`src/rtl/job_controller.sv`:
```
// CAPI AFU job-control engine: decodes PSL RESET/START commands, runs the
// running/done/error handshake, watchdog and saturating cycle counter.
module job_controller #(
  parameter int DONE_DELAY = 1,
  parameter int TIMEOUT    = 0,
  parameter int CNT_W      = 32
) (
  input  logic             clock,
  input  logic             reset,
  input  logic             job_valid,
  input  logic [7:0]       job_command,
  input  logic [63:0]      job_address,
  input  logic             work_done,
  input  logic             work_error,
  output logic             work_start,
  output logic [63:0]      wed_address,
  output logic             job_running,
  output logic             job_done,
  output logic [63:0]      job_error,
  output logic [CNT_W-1:0] job_cycles,
  output logic             cmd_dropped
);

  localparam logic [7:0] CMD_RESET = 8'h80;
  localparam logic [7:0] CMD_START = 8'h90;

  typedef enum logic [1:0] {IDLE, RUNNING, FINISH} state_t;

  state_t      state, state_nxt;
  logic        is_reset, is_start;
  logic        timeout_hit;
  logic        enq_valid;
  logic [63:0] enq_code;
  logic        accept, drop;
  logic        pend_valid;
  logic [63:0] pend_code;
  logic [DONE_DELAY-1:0] pipe_v;
  logic [63:0]           pipe_c [DONE_DELAY];

  assign is_reset = job_valid && (job_command == CMD_RESET);
  assign is_start = job_valid && (job_command == CMD_START);

  always_comb begin
    timeout_hit = 1'b0;
    if (TIMEOUT != 0)
      timeout_hit = (64'(job_cycles) == 64'(TIMEOUT - 1));
  end

  always_comb begin
    state_nxt = state;
    enq_valid = 1'b0;
    enq_code  = '0;
    accept    = 1'b0;
    drop      = 1'b0;
    if (is_reset) begin
      state_nxt = IDLE;
      enq_valid = 1'b1;
    end else begin
      case (state)
        IDLE: begin
          if (is_start) begin
            state_nxt = RUNNING;
            accept    = 1'b1;
          end
        end
        RUNNING: begin
          drop = is_start;
          if (work_done) begin
            state_nxt = FINISH;
            enq_valid = 1'b1;
            enq_code  = work_error ? 64'h1 : 64'h0;
          end else if (timeout_hit) begin
            state_nxt = FINISH;
            enq_valid = 1'b1;
            enq_code  = 64'h2;
          end
        end
        FINISH: begin
          drop      = is_start;
          state_nxt = IDLE;
        end
        default: state_nxt = IDLE;
      endcase
    end
  end

  // The done decision is registered once (pend) before entering the
  // DONE_DELAY-stage pipe, giving the 1 + DONE_DELAY decision-to-pulse latency.
  always_ff @(posedge clock) begin
    if (reset) begin
      state       <= IDLE;
      pend_valid  <= 1'b0;
      pend_code   <= '0;
      work_start  <= 1'b0;
      wed_address <= '0;
      job_cycles  <= '0;
      cmd_dropped <= 1'b0;
      pipe_v      <= '0;
      for (int unsigned k = 0; k < DONE_DELAY; k++)
        pipe_c[k] <= '0;
    end else begin
      state      <= state_nxt;
      pend_valid <= enq_valid;
      pend_code  <= enq_code;
      work_start <= accept;
      if (accept) begin
        wed_address <= job_address;
        job_cycles  <= '0;
        cmd_dropped <= 1'b0;
      end else begin
        if (state == RUNNING && !is_reset && job_cycles != '1)
          job_cycles <= job_cycles + 1'b1;
        if (drop)
          cmd_dropped <= 1'b1;
      end
      pipe_v[0] <= pend_valid;
      pipe_c[0] <= pend_code;
      for (int unsigned k = 1; k < DONE_DELAY; k++) begin
        pipe_v[k] <= pipe_v[k-1];
        pipe_c[k] <= pipe_c[k-1];
      end
    end
  end

  assign job_running = (state == RUNNING);
  assign job_done    = pipe_v[DONE_DELAY-1];
  assign job_error   = pipe_c[DONE_DELAY-1];

endmodule
```
`config.mk`:
```
export PLATFORM = sky130hd
export DESIGN_NAME = job_controller
export DESIGN_NICKNAME = d
export VERILOG_FILES = /design/src/rtl/job_controller.sv
export SDC_FILE = /design/constraint.sdc
export NUM_CORES = 1
export LEC_CHECK = 0
export BUFFER_PORTS_ARGS = -buffer_cell sky130_fd_sc_hd__buf_2
export CAP_MARGIN = 15
export CORE_ASPECT_RATIO = 0.7
export CORE_UTILIZATION = 45
export CTS_CLUSTER_DIAMETER = 50
export DETAILED_ROUTE_END_ITERATION = 6
export PLACE_DENSITY = 0.91
export SLEW_MARGIN = 20
export SYNTH_ARGS = -nofsm -noshare
export SYNTH_HDL_FRONTEND = slang
export SYNTH_SLANG_ARGS = --single-unit
```
`constraint.sdc`:
```
create_clock -name clock -period 2.48 [get_ports clock]
set_clock_uncertainty 0.2 [all_clocks]
set_input_delay 0.124 -clock clock [delete_from_list [all_inputs] [get_ports clock]]
set_output_delay 0.124 -clock clock [all_outputs]
set_load 0.01 [all_outputs]
```
==> qor.yml, run 1 <==
status: "finished clean"
grt_pass1_vias: 4050
fin_area_sq_um: 6330
cp_data_required_time_ns: 2.54
antennaDiodeCount: 0
p_leak_nw: 2.93
drive_above_1_share: 0.315
dp.cells: 747
grt_overflow_total: 0
synth.mux.area_fraction: 0.00677
netlist_instances: 458
fp-row-count: 29
powerDensity_nw_per_um2: 547
place.gp.congestion: 0.876
grt_first_pass_wirelength_mm: 19.9
port_buffers: 177
power_mw: 3.46
hold_class: "in2reg"
synth_xor_area_frac: 0.00395
area_growth_pct: 42.6
layout_common_cells: "177 x buf_2, 98 x dfxtp_1, 70 x dlygate4sd3_1, 64 x a22o_1, 63 x conb_1"
syn_avg_cell_area_sq_um: 9.69
vias: 4394
yosysWarningCount: 0
start_kind: "flop"
synth-simple-area-share: 0.158
fin_crit_sh: 0.955
cts_sinks: 104
gr-usage-all-layers: 0.246
startpoint: "job_cycles[15]"
die_w_um: 121
final_core_util: 0.679
cts_tree: "built"
synth_top_family_by_area: "compound AO/OA/AOI/OAI gates"
synth_compound_area_frac: 0.209
die_area_sq_um: 10300
slew_headroom: 0.643
antenna_found_initial: 0
numCtsBuffers: 9
hold_violations: 0
drt-total-wl_mm: 12.8
drv_cap: 0
tightest_slew_ns: 0.532
clock_latency_ns: 0.33
core_area_sq_um: 9330
cts_buffer_depth: 2
finalNonFillerCells: 834
ys_seq_elements: 104
dp_hpwl_mm: 8.18
cts.clk_slew.worst_paths_ns: 0.07
clock-root-buffer: "clkbuf_16"
start_util: 0.476
crit_fanout: 7
h-tree-depth: 3
routed_via_density: 5.27
setup_viol_count_final: 0
rrSetupSlack_ns: 0.11
drc: 0
grt_start_max_net_pins: 66
finalSetupTns_ns: 0
synth_cell_type_count: 43
worst_slack_ns: 0.110
path_class: "reg2reg"
layout_commonest_cell: "buf_2"
nets: 787
fin_crit_ns: 2.37
syn-cell-area_sq_um: 4440
crit_arrival_ns: 2.43
dpl-instance-area_sq_um: 5300
drt_iter0_drc: 281
synthAdderAreaFrac: 0.0141
io_pins: 241
fillCellCount: 700
grt_setup_unrepaired: "false"
dr.pass1.iters: 5
whs_ns: 0.165
ir_drop_uv: 352
worst_setup_path_end_kind: "flop"
place_ws_ns: 0.0293
r2r_start: "job_cycles[15]"
maxSlewViolCount: 0
fmax_ghz: 0.422
final_antenna_net_count: 0
synth_seq_area_share: 0.469
wl_per_cell_um: 15.4
die_y_um: 85.1
hp-start: "job_command[2]"
[logic make-up (layout without fill, tap and decap cells)]
logic type,after synthesis,after routing
AO/OA/AOI/OAI,124,124
AND/OR/NAND/NOR,123,123
flip-flops,104,104
buffers and inverters,96,286
adder cells (fa/ha/maj),5,5
multiplexers,3,3
XOR/XNOR,2,2
other,1,63
[flip-flops by register name, indices dropped and copies added (netlist names)]
signal	count
job_cycles	32
pipe_c	1
state	2
work_start	1
job_done	1
pend_code	1
pend_valid	1
cmd_dropped	1
wed_address	64
[critical path, stage by stage (launching register included)]
cell and delay [ns]:
dfxtp_1 0.43, nand4_1 0.12, or4_4 0.56, or4_1 0.50, or4_1 0.41, o21ai_0 0.08
[per-layer routing]
layer | part of all wire | GRT usage | vias up
met1 | 0.40 | 0.294 | 2083
met4 | 0.018 | 0.0797 | 0
met3 | 0.078 | 0.0659 | 22
met2 | 0.50 | 0.429 | 232
li1 | - | - | 2057
met5 | 0 | 0 | -
[worst paths after layout]
kind	endpoint	depth (start not counted)
max	job_cycles[25]	5
min reg2reg	pipe_c[0]	1
min	cmd_dropped	5
max reg2reg	job_cycles[25]	5
[synth_stat cells]
library cell / n / area [sq um]
a41o_1: 1 / 10.0
nor4bb_1: 1 / 10.0
dfxtp_1: 104 / 2080
o21ai_0: 17 / 85.1
nand4_1: 14 / 87.6
a22o_1: 64 / 561
inv_1: 4 / 15.0
nand3_1: 14 / 70.1
o31ai_1: 6 / 45.0
nor2_1: 10 / 37.5
or3_1: 18 / 113
o21a_1: 1 / 7.51
nor4b_1: 1 / 8.76
and4_1: 3 / 26.3
nor3b_1: 1 / 7.51
or4bb_1: 1 / 11.3
o31ai_2: 1 / 12.5
o211ai_1: 1 / 7.51
nor3_1: 6 / 30.0
ha_1: 5 / 62.6
o31a_1: 2 / 17.5
a21oi_1: 23 / 115
nor4_1: 6 / 37.5
nand2b_1: 3 / 18.8
nor2b_1: 2 / 12.5
a31o_2: 1 / 8.76
clkbuf_1: 17 / 63.8
buf_1: 3 / 11.3
mux2i_1: 3 / 30.0
or4_4: 1 / 11.3
conb_1: 1 / 3.75
o311a_1: 1 / 10.0
nand2_1: 23 / 86.3
and2_1: 2 / 12.5
or4_1: 12 / 90.1
a2bb2oi_1: 1 / 8.76
and3_1: 5 / 31.3
o21bai_1: 2 / 15.0
a41oi_1: 2 / 17.5
buf_4: 65 / 488
buf_2: 7 / 35.0
xor2_1: 2 / 17.5
o21ai_1: 1 / 5.00
[area by class of cell]
| type | count | area, sq um | area share |
|---|---|---|---|
| Timing Repair Buffer | 266 | 1750 | 0.277 |
| Multi-Input combinational cell | 320 | 2000 | 0.316 |
| Clock inverter | 6 | 73.8 | 0.0117 |
| Inverter | 4 | 15.0 | 0.00237 |
| Tap cell | 124 | 155 | 0.0245 |
| Clock buffer | 10 | 239 | 0.0378 |
| Sequential cell | 104 | 2090 | 0.330 |
[report_power, final]
group	switching (mW)	leakage (nW)	total (mW)	internal, mW
sequential	0.00629	0.840	1.68	1.68
clock	0.631	0.154	1.46	0.827
combinational	0.169	1.94	0.325	0.156
total	0.806	2.93	3.46	2.66
[timing repair]
item,4_1_cts,5_1_grt
setup endpoints to repair,0,7
hold buffers,70,0
hold endpoints to repair,71,0
buffers inserted,0,1
resized for setup,0,7
Note: power is estimated with default switching activity, not from simulation.
==> run 2: changes to the inputs <==
CORE_UTILIZATION = 46   (was 45)
CTS_BUF_LIST = sky130_fd_sc_hd__clkbuf_8   (was default)
PLACE_DENSITY = 0.92   (was 0.91)
==> qor.yml, run 2 (same netlist as run 1, synthesis figures left out) <==
place_ws_ns: 0.0371  # was 0.0293 ns
place.gp.congestion: 0.852  # was 0.876
start_util: 0.481  # was 0.476
layout_commonest_cell: "buf_2"  # unchanged
drt_iter0_drc: 352  # was 281
die_w_um: 119  # was 121 um
hold_class: "in2reg"  # unchanged
hp-start: "job_command[5]"  # was job_command[2]
largestRegisters: "wed_address (64), job_cycles (32), state (2)"  # unchanged
drv_cap: 0  # unchanged
combPwrFrac: 0.107  # was 0.094
drt-total-wl_mm: 13.2  # was 12.8 mm
layout_common_cells: "177 x buf_2, 98 x dfxtp_1, 70 x dlygate4sd3_1, 64 x a22o_1, 63 x conb_1"  # unchanged
crit_fanout: 7  # unchanged
die_y_um: 84.2  # was 85.1 um
area_growth_pct: 39.8  # was 42.6%
hold_violations: 0  # unchanged
p_leak_nw: 2.88  # was 2.93 nW
finalNonFillerCells: 835  # was 834
core_area_sq_um: 9220  # was 9330 sq um
fp-row-count: 29  # unchanged
fmax_ghz: 0.419  # was 0.422 GHz
grt_pass1_vias: 4071  # was 4,050
worst_slack_ns: 0.0914  # was 0.110 ns
h-tree-depth: 3  # unchanged
drc: 0  # unchanged
maxSlewViolCount: 0  # unchanged
powerDensity_nw_per_um2: 485  # was 547 nW/um^2
die_area_sq_um: 10000  # was 10,300 sq um
antenna_found_initial: 0  # unchanged
antennaDiodeCount: 0  # unchanged
gr-usage-all-layers: 0.255  # was 0.246
multi_input_area_sq_um: 2000  # about the same
clkPwrFrac: 0.334  # was 0.421
grt_start_max_net_pins: 66  # unchanged
numCtsBuffers: 9  # unchanged
routed_via_density: 5.30  # was 5.27
cts_sinks: 104  # unchanged
crit_arrival_ns: 2.48  # was 2.43 ns
cts_tree: "built"  # unchanged
finalSetupTns_ns: 0  # unchanged
swShare: 0.256  # was 0.233
power_mw: 3.01  # was 3.46 mW
cp_data_required_time_ns: 2.57  # was 2.54 ns
final_antenna_net_count: 0  # unchanged
switching_power_mw: 0.771  # was 0.806 mW
dr.pass1.iters: 4  # was 5
fin_crit_sh: 0.963  # was 0.955
drive_above_1_share: 0.318  # was 0.315
clock_latency_ns: 0.35  # was 0.33 ns
dp.cells: 745  # was 747
setup_viol_count_final: 0  # unchanged
seq_area_sq_um: 2090  # unchanged
path_class: "reg2reg"  # unchanged
largest_reg_flops: 64  # unchanged
fin_crit_ns: 2.39  # was 2.37 ns
worst_setup_path_end_kind: "flop"  # unchanged
wl_per_cell_um: 15.9  # was 15.4 um
cts_buffer_depth: 2  # unchanged
top_register: "wed_address"  # unchanged
clock-root-buffer: "clkbuf_8"  # was clkbuf_16
tightest_slew_ns: 0.562  # was 0.532 ns
grt_first_pass_wirelength_mm: 20.3  # was 19.9 mm
startpoint: "job_cycles[20]"  # was job_cycles[15]
cts.clk_slew.worst_paths_ns: 0.10  # was 0.07 ns
nets: 788  # was 787
grt_overflow_total: 0  # unchanged
p_seq_frac: 0.559  # was 0.485
vias: 4428  # was 4,394
dp_hpwl_mm: 8.63  # was 8.18 mm
io_pins: 241  # unchanged
ir_drop_uv: 384  # was 352 uV
port_buffers: 177  # unchanged
grt_setup_unrepaired: "false"  # unchanged
r2r_start: "job_cycles[20]"  # was job_cycles[15]
whs_ns: 0.148  # was 0.165 ns
start_kind: "flop"  # unchanged
status: "finished clean"  # unchanged
fillCellCount: 727  # was 700
power.internal_mw: 2.24  # was 2.66 mW
slew_headroom: 0.626  # was 0.643
-- run 2: changes by cell type in the layout (fill, tap and decap cells not counted), sizes merged --
cell	change
clkinv	+2
inv	-1
bufinv	-1
buf	+1
-- run 2: what timing repair did --
item / 4_1_cts / 5_1_grt
gates resized for setup: 0 / 8
hold buffers: 70 / 0
endpoints found under the setup margin: 0 / 8
setup buffers: 0 / 4
endpoints found under the hold margin: 71 / 0
-- run 2: path summary, 6_finish.rpt --
kind                         end  slack (ns)  depth (start not counted)
setup / recovery  job_cycles[25]        0.09                          5
hold / removal       cmd_dropped        0.15                          5
setup reg to reg  job_cycles[25]        0.09                          5
hold reg to reg        pipe_c[0]        0.25                          1
-- run 2: routing by layer --
layer | up-vias | wire, um | GRT usage
met5 | - | 0 | 0
met4 | 0 | 275 | 0.0818
met3 | 26 | 976 | 0.0611
met2 | 219 | 6840 | 0.453
met1 | 2116 | 5150 | 0.305
li1 | 2067 | - | -
-- run 2: power groups by stage --
| stage | logic [mW] | registers [mW] | clock network [mW] |
|---|---|---|---|
| 2_1_floorplan | 0.199 | 1.72 | 0 |
| 3_3_place_gp | 0.216 | 1.72 | 0 |
| 3_5_place_dp | 0.224 | 1.72 | 0 |
| 4_1_cts | 0.309 | 1.68 | 1.03 |
| 5_1_grt | 0.347 | 1.68 | 1.11 |
| 6_report | 0.321 | 1.68 | 1.00 |
-- run 2: layout make-up --
class | instances | area share
clock buffers | 10 | 0.0222
clock inverters | 6 | 0.00827
inverters | 4 | 0.00242
multi-input cells | 320 | 0.323
flip-flops and latches | 104 | 0.337
well taps | 124 | 0.0250
repair buffers | 267 | 0.282
-- run 2: stage by stage --
step | util | instance area (sq um)
global placement | 0.572 | 5270
detailed placement | 0.572 | 5270
global route | 0.673 | 6200
finish | 0.673 | 6200
floorplan | - | 4670
CTS | 0.668 | 6160
-- run 2: worst max-delay path, stage by stage (launching register included) --
cell and delay (ns):
dfxtp_2 0.41, nand4_1 0.16, or4_4 0.57, or4_1 0.50
or4_1 0.40, o21ai_0 0.08
==> run 3: changes to the inputs <==
BUFFER_PORTS_ARGS = default   (was -buffer_cell sky130_fd_sc_hd__buf_2)
CORE_UTILIZATION = 55   (was 46)
DONT_BUFFER_PORTS = 1   (was default)
PLACE_DENSITY = 0.7   (was 0.92)
clock period = 2.75 ns   (was 2.48 ns; I/O delays follow)
==> qor.yml, run 3 (same netlist as run 1, synthesis figures left out) <==
die_area_sq_um: 8440  # was 10,000 sq um
cts.clk_slew.worst_paths_ns: 0.10  # about the same
clock-root-buffer: "clkbuf_8"  # unchanged
fin_crit_ns: 2.57
place.gp.congestion: 0.831  # was 0.852
start_util: 0.588  # was 0.481
fin_crit_sh: 0.936
tightest_slew_ns: 0.575  # was 0.562 ns
grt_first_pass_wirelength_mm: 17.4  # was 20.3 mm
dr.pass1.iters: 6  # was 4
rrSetupSlack_ns: 0.25  # was 0.09 ns
layout_commonest_cell: "dfxtp_1"  # was buf_2
r2r_end: "job_cycles[28]"  # was job_cycles[25]
crit_fanout: 65  # was 7
maxSlewViolCount: 0  # unchanged
p_leak_nw: 2.01  # was 2.88 nW
drt_iter0_drc: 269  # was 352
h-tree-depth: 3  # unchanged
drc: 0  # unchanged
antenna_found_initial: 0  # unchanged
dp.cells: 544  # was 745
core_area_sq_um: 7550  # was 9220 sq um
r2r_start: "job_cycles[2]"  # was job_cycles[20]
vias: 3640  # was 4,428
ir_drop_uv: 376  # was 384 uV
clock_latency_ns: 0.37  # was 0.35 ns
cts_tree: "built"  # unchanged
post-cts-setup-buffers: 0  # unchanged
layout_common_cells: "104 x dfxtp_1, 73 x dlygate4sd3_1, 64 x a22o_1, 63 x conb_1"  # was 177 x buf_2, 98 x dfxtp_1, 70 x dlygate4sd3_1, 64 x a22o_1, 63 x conb_1
cts_sinks: 104  # unchanged
grt_setup_unrepaired: "false"  # unchanged
cp_data_required_time_ns: 2.87  # was 2.57 ns
status: "finished clean"  # unchanged
largestRegisters: "wed_address (64), job_cycles (32), state (2)"  # unchanged
wl_per_cell_um: 18.1  # was 15.9 um
hp-start: "job_command[2]"  # was job_command[5]
fmax_ghz: 0.388
drt-total-wl_mm: 11.4  # was 13.2 mm
finalNonFillerCells: 633  # was 835
finalSetupTns_ns: 0  # unchanged
gr-usage-all-layers: 0.274  # was 0.255
antennaDiodeCount: 0  # unchanged
powerDensity_nw_per_um2: 498  # was 485 nW/um^2
top_register: "wed_address"  # unchanged
hold_class: "in2reg"  # unchanged
start_kind: "input pin"  # was flop
largest_reg_flops: 64  # unchanged
dpl-instance-area_sq_um: 4370  # was 5270 sq um
drv_cap: 0  # unchanged
numCtsBuffers: 9  # unchanged
fp-row-count: 26  # was 29
die_y_um: 77.1  # was 84.2 um
grt_start_max_net_pins: 66  # unchanged
nets: 612  # was 788
port_buffers: 0  # was 177
io_pins: 241  # unchanged
setup_viol_count_final: 0  # unchanged
routed_via_density: 5.75  # was 5.30
power_mw: 2.63  # was 3.01 mW
path_class: "in2reg"  # was reg2reg
grt_overflow_total: 0  # unchanged
fin_area_sq_um: 5280  # was 6200 sq um
die_w_um: 109  # was 119 um
dp_hpwl_mm: 7.58  # was 8.63 mm
worst_setup_path_end_kind: "flop"  # unchanged
grt_pass1_vias: 3254  # was 4,071
min_to: "cmd_dropped"  # unchanged
crit_arrival_ns: 2.69  # was 2.48 ns
final_antenna_net_count: 0  # unchanged
cts_buffer_depth: 2  # unchanged
area_growth_pct: 19.0  # was 39.8%
holdPathStages: 4  # was 5
ff2ff_path_depth: 5  # unchanged
drive_above_1_share: 0.0729  # was 0.318
hold_violations: 0  # unchanged
slew_headroom: 0.617  # was 0.626
[run 3: cell count changes in the layout (fill, tap and decap cells not counted), moves of 3 or more]
cell,previous run,this run
buf_2,177,0
buf_4,19,16
dfxtp_1,98,104
dfxtp_2,6,0
dlygate4sd3_1,70,73
[run 3: worst max-delay path by stage]
stage | start | depth (start not counted) | to
global route | state[1] | 7 | job_cycles[18]
CTS | job_command[5] | 8 | wed_address[55]
global placement | job_cycles[21] | 5 | job_cycles[25]
finish | job_command[5] | 8 | wed_address[14]
detailed placement | job_cycles[2] | 5 | job_cycles[26]
floorplan | job_cycles[14] | 7 | job_cycles[26]
[run 3: metal layers]
| metal | GRT usage | vias up | routed length (um) |
|---|---|---|---|
| met5 | 0 | - | 0 |
| met4 | 0.101 | 0 | 189 |
| met2 | 0.453 | 183 | 5710 |
| li1 | - | 1715 | - |
| met1 | 0.330 | 1730 | 4530 |
| met3 | 0.0876 | 12 | 1010 |
[run 3: what timing repair did]
item,4_1_cts,5_1_grt
resized for setup,0,1
setup endpoints to repair,0,1
hold endpoints to repair,79,1
hold buffers,72,1
[run 3: metrics by stage]
step           setup slack [ns]   util  hold slack (ns)
6_report                  0.176  0.699           0.0250
2_1_floorplan             0.445      -           0.0632
3_3_place_gp              0.352  0.578           0.0132
5_1_grt                  0.0583  0.699           0.0580
3_5_place_dp              0.279  0.578           0.0132
4_1_cts                   0.173  0.698          0.00390
[run 3: cell type report]
class | count | area, sq um
Multi-Input combinational cell | 320 | 2000
Inverter | 4 | 15.0
Clock buffer | 9 | 124
Fill cell | 605 | 2270
Clock inverter | 7 | 55.1
Sequential cell | 104 | 2080
Timing Repair Buffer | 91 | 882
Tap cell | 98 | 123
[run 3: worst max-delay path: stages]
cell	delay, ns
dlygate4sd3_1	0.55
nor4bb_1	0.28
dlygate4sd3_1	0.59
buf_4	0.13
nand3_1	0.12
nor3b_2	0.20
buf_6	0.40
a22o_1	0.23
[run 3: power by group]
group | switching [mW] | internal [mW]
registers | 0.00516 | 1.51
clock network | 0.537 | 0.339
logic | 0.133 | 0.103
total | 0.675 | 1.95
